**src/rtl/arb4_grant_lock.sv**
```systemverilog
// Registered 4-way fixed-priority grant-holding stage (r[0] highest, no preemption).
// Optional hold limit with forced release and skip mask: define ARB_HOLD_LIMIT_EN.
module arb4_grant_lock #(
    parameter int MAX_HOLD = 16
) (
    input  logic       clk,
    input  logic       reset,
    input  logic [0:3] r,
    output logic [0:3] g,
    output logic [1:0] owner,
    output logic       busy,
    output logic       timeout
);

    if (MAX_HOLD < 1) begin : g_bad_max_hold
        $error("arb4_grant_lock: MAX_HOLD must be >= 1");
    end

    typedef enum logic {IDLE, GRANT} state_t;

    state_t     state, state_nxt;
    logic [0:3] g_nxt;
    logic [1:0] owner_nxt;
    logic       busy_nxt;
    logic       timeout_nxt;
    logic [0:3] eff;
    logic [1:0] win;

`ifdef ARB_HOLD_LIMIT_EN
    localparam int CW = $clog2(MAX_HOLD + 1);
    logic [CW-1:0] cnt, cnt_nxt;
    logic [0:3]    mask, mask_nxt;
`endif

    // The client that was force-released is skipped only if someone else is asking.
    always_comb begin
`ifdef ARB_HOLD_LIMIT_EN
        eff = ((r & ~mask) != 4'b0000) ? (r & ~mask) : r;
`else
        eff = r;
`endif
        win = 2'd0;
        for (int i = 3; i >= 0; i--) begin
            if (eff[i]) win = 2'(i);
        end
    end

    always_comb begin
        // NOTE: every output of this block gets a default first, so no path infers a latch.
        state_nxt   = state;
        g_nxt       = g;
        owner_nxt   = owner;
        busy_nxt    = busy;
        timeout_nxt = 1'b0;
`ifdef ARB_HOLD_LIMIT_EN
        cnt_nxt     = cnt;
        mask_nxt    = mask;
`endif
        case (state)
            IDLE: begin
                if (r != 4'b0000) begin
                    state_nxt  = GRANT;
                    g_nxt      = 4'b0000;
                    g_nxt[win] = 1'b1;
                    owner_nxt  = win;
                    busy_nxt   = 1'b1;
`ifdef ARB_HOLD_LIMIT_EN
                    cnt_nxt    = CW'(1);
                    mask_nxt   = 4'b0000;
`endif
                end
            end
            GRANT: begin
                if (!r[owner]) begin
                    state_nxt = IDLE;
                    g_nxt     = 4'b0000;
                    owner_nxt = 2'd0;
                    busy_nxt  = 1'b0;
`ifdef ARB_HOLD_LIMIT_EN
                    cnt_nxt   = '0;
                end else if (cnt == CW'(MAX_HOLD)) begin
                    state_nxt       = IDLE;
                    g_nxt           = 4'b0000;
                    owner_nxt       = 2'd0;
                    busy_nxt        = 1'b0;
                    timeout_nxt     = 1'b1;
                    cnt_nxt         = '0;
                    mask_nxt        = 4'b0000;
                    mask_nxt[owner] = 1'b1;
                end else begin
                    cnt_nxt = cnt + CW'(1);
`endif
                end
            end
            default: state_nxt = IDLE;
        endcase
    end

    always_ff @(posedge clk) begin
        // NOTE: sequential state uses non-blocking assignments so all registers update together.
        if (reset) begin
            state   <= IDLE;
            g       <= 4'b0000;
            owner   <= 2'd0;
            busy    <= 1'b0;
            timeout <= 1'b0;
`ifdef ARB_HOLD_LIMIT_EN
            cnt     <= '0;
            mask    <= 4'b0000;
`endif
        end else begin
            state   <= state_nxt;
            g       <= g_nxt;
            owner   <= owner_nxt;
            busy    <= busy_nxt;
            timeout <= timeout_nxt;
`ifdef ARB_HOLD_LIMIT_EN
            cnt     <= cnt_nxt;
            mask    <= mask_nxt;
`endif
        end
    end

endmodule

```
**config.mk**
```make
export PLATFORM = sky130hd
export DESIGN_NAME = arb4_grant_lock
export DESIGN_NICKNAME = d
export VERILOG_FILES = /design/src/rtl/arb4_grant_lock.sv
export SDC_FILE = /design/constraint.sdc
export NUM_CORES = 1
export LEC_CHECK = 0
export BUFFER_PORTS_ARGS = -buffer_cell sky130_fd_sc_hd__buf_4
export CAP_MARGIN = 20
export CORE_AREA = 5 5 42 44
export DETAILED_ROUTE_END_ITERATION = 6
export DIE_AREA = 0 0 47 49
export PLACE_DENSITY = 0.54
export SLEW_MARGIN = 40
export SYNTH_ARGS = -nofsm -noshare
export SYNTH_HDL_FRONTEND = slang
export SYNTH_SLANG_ARGS = --single-unit
export TNS_END_PERCENT = 50
```
**constraint.sdc**
```tcl
create_clock -name clk -period 1.7 [get_ports clk]
set_input_delay 0.085 -clock clk [delete_from_list [all_inputs] [get_ports clk]]
set_output_delay 0.085 -clock clk [all_outputs]
set_load 0.05 [all_outputs]
```
==> impl_metrics.json <==
{
  "path_cells": "mux2_2 -> o21bai_1 -> o21ai_0",
  "p_sw_mw": 0.156,
  "syn_avg_cell_area_um2": 8.92,
  "syn_inst": 47,
  "io_buffer_count": 12,
  "fin_util_pct": 38.5,
  "cpPeakStageDelay_ns": 0.40,
  "worst-path-max-fanout": 5,
  "routed_wl_um": 898,
  "final.setup.worst_slack_ns": 0.360,
  "fin_crit_sh_pct": 78.9,
  "power.total_mw": 0.478,
  "p_leak_nw": 0.206,
  "drive_gt1_share_pct": 33.3,
  "swShare_pct": 32.5,
  "fp-row-count": 14,
  "areaGrowthSynthToFinish_pct": 28.7,
  "dp_worst_setup_slack_ns": 0.376,
  "reg2regPathDepth": 3,
  "placed_area_um2": 517,
  "dr.pass1.iters": 2,
  "final_cells": 76,
  "vdd_drop_max_v": 0.000411,
  "place_inst": 73,
  "synthArstFlopShare_pct": 0,
  "cp_data_arrival_time_ns": 1.47,
  "ant_nets": 0,
  "fill_cells": 170,
  "clock-root-buffer": "clkbuf_4",
  "hp-start": "r[2]",
  "syn-num-nets": 53,
  "r2r_end": "owner[1]$_SDFFE_PP0P_",
  "antenna_found_initial": 0,
  "cts_sinks": 8,
  "post_cts_buffers": 0,
  "layout_common_cells": "12 x buf_4, 8 x dfxtp_1, 5 x o21ai_0",
  "outcome": "finished clean",
  "crit_slowest_cell": "dfxtp_1",
  "required_ns": 1.83,
  "final_area_um2": 539,
  "die_w_um": 47,
  "max_freq_mhz": 746,
  "synth_cell_types": 23,
  "timing.setup.tns_ns": 0,
  "grt_setup_unrepaired": "no",
  "ys_ff_latch": 8,
  "crit_path_start_kind": "flop",
  "first_global_vias": 386,
  "end_kind": "flop",
  "synth-seq-area-share_pct": 38.2,
  "clk_pin_slew_ns": 0.06,
  "cts_hold_buf": 0,
  "pwr-share-clk_pct": 31.3,
  "clk-insertion-delay-late_ns": 0.26,
  "h-tree-depth": 1,
  "dieArea_um2": 2300,
  "initial_core_util_pct": 29.9,
  "cts_buffers": 3,
  "comb_power_share_pct": 24.7,
  "grt-ovfl-total": 0,
  "design.core.area_um2": 1400,
  "power_density_nw_per_um2": 887,
  "die_height_um": 49,
  "layout_min_cycle_time_ns": 1.34,
  "setup_viol": 0,
  "cts_tree": "built",
  "synth_area_um2": 419,
  "ys.flop_type": "dfxtp_1",
  "place_hpwl_um": 714,
  "drv_cap": 0,
  "grt_pass1_wl_um": 1560,
  "ys_warn_count": 0,
  "finClkSkew_ns": 0.00223,
  "r2r_slack_ns": 0.36,
  "report.final.slew_viol_count": 0,
  "cts.path.max_buffers": 2,
  "nNetsFinal": 68,
  "grt_max_degree": 10,
  "holdPathStages": 3,
  "r2r-start": "owner[0]$_SDFFE_PP0P_",
  "synth_enable_flop_cells": 0,
  "vias": 392,
  "place_congestion": 0.802,
  "p_int_mw": 0.323,
  "post-route-drc-count": 0,
  "p_seq_share_pct": 44.0,
  "hold_path_end": "g[2]$_SDFFE_PP0P_",
  "wl_per_cell_um": 11.8,
  "antennaDiodeCount": 0,
  "layout_commonest_cell": "buf_4",
  "grt_usage_pct": 9.29,
  "fin_hold_ws_ns": 0.0828,
  "cts-resized-gates": 0,
  "crit_type": "reg2reg",
  "hold_path.class": "in2reg",
  "vias_per_cell": 5.16,
  "final_hold_viol_count": 0,
  "io_pins": 14,
  "drt_iter0_markers": 6
}
[layout make-up]
type	count	area [µm²]	share of cell area, %
Clock buffer	3	22.5	4.18
Inverter	4	15.0	2.78
Multi-Input combinational cell	33	231	42.9
Sequential cell	8	160	29.7
Tap cell	16	20.0	3.71
Timing Repair Buffer	12	90.1	16.7
[registers in the layout, indices dropped and copies added (netlist names)]
signal  cells
g           4
owner       2
busy        1
state       1
[metal layers]
metal | vias to the layer above | global-route usage (%) | part of all wire (%)
met5 | - | 0 | 0
met4 | 0 | 6.91 | 3.2
met3 | 5 | 2.21 | 6.6
met2 | 15 | 12.0 | 40
met1 | 173 | 12.7 | 50
li1 | 199 | - | -
[worst max-delay path by stage]
| stage | cells past startpoint | end | startpoint | slack [ns] |
|---|---|---|---|---|
| after CTS | 3 | owner[1]$_SDFFE_PP0P_ | owner[0]$_SDFFE_PP0P_ | 0.37 |
| after global routing | 3 | owner[1]$_SDFFE_PP0P_ | owner[0]$_SDFFE_PP0P_ | 0.29 |
| after detailed placement | 3 | owner[1]$_SDFFE_PP0P_ | owner[0]$_SDFFE_PP0P_ | 0.38 |
| after floorplan | 3 | owner[1]$_SDFFE_PP0P_ | owner[0]$_SDFFE_PP0P_ | 0.19 |
| after global placement | 3 | owner[1]$_SDFFE_PP0P_ | owner[0]$_SDFFE_PP0P_ | 0.39 |
| final | 3 | owner[1]$_SDFFE_PP0P_ | owner[0]$_SDFFE_PP0P_ | 0.36 |
[power by group through the flow]
| stage | Combinational [mW] | Clock [mW] | Sequential, mW |
|---|---|---|---|
| floorplan | 0.0508 | 0 | 0.243 |
| global placement | 0.119 | 0 | 0.214 |
| detailed placement | 0.119 | 0 | 0.214 |
| CTS | 0.119 | 0.151 | 0.211 |
| global route | 0.126 | 0.163 | 0.213 |
| finish | 0.118 | 0.150 | 0.210 |
[Yosys cell counts, types with 2 or more instances]
master / count / area, µm²
dfxtp_1: 8 / 160
o21ai_0: 5 / 25.0
inv_1: 4 / 15.0
nand2_1: 4 / 15.0
o41ai_1: 4 / 35.0
nor3_1: 3 / 15.0
nor2_1: 2 / 7.51
o21bai_1: 2 / 15.0
[critical path: cells and delay by family (launching register included)]
family	cells	cell delay, ns
AOI/OAI and AO/OA	2	0.44
muxes	1	0.38
DFF	1	0.40
[logic make-up after synthesis]
group / count (synthesis) / synth area share (%)
AO/OA/AOI/OAI: 13 / 23.6
buffers and inverters: 6 / 6.57
flip-flops: 8 / 38.2
multiplexers: 1 / 2.69
other: 1 / 0.895
AND/OR/NAND/NOR: 18 / 28.1
No activity file was read; power rests on OpenSTA's default activity.
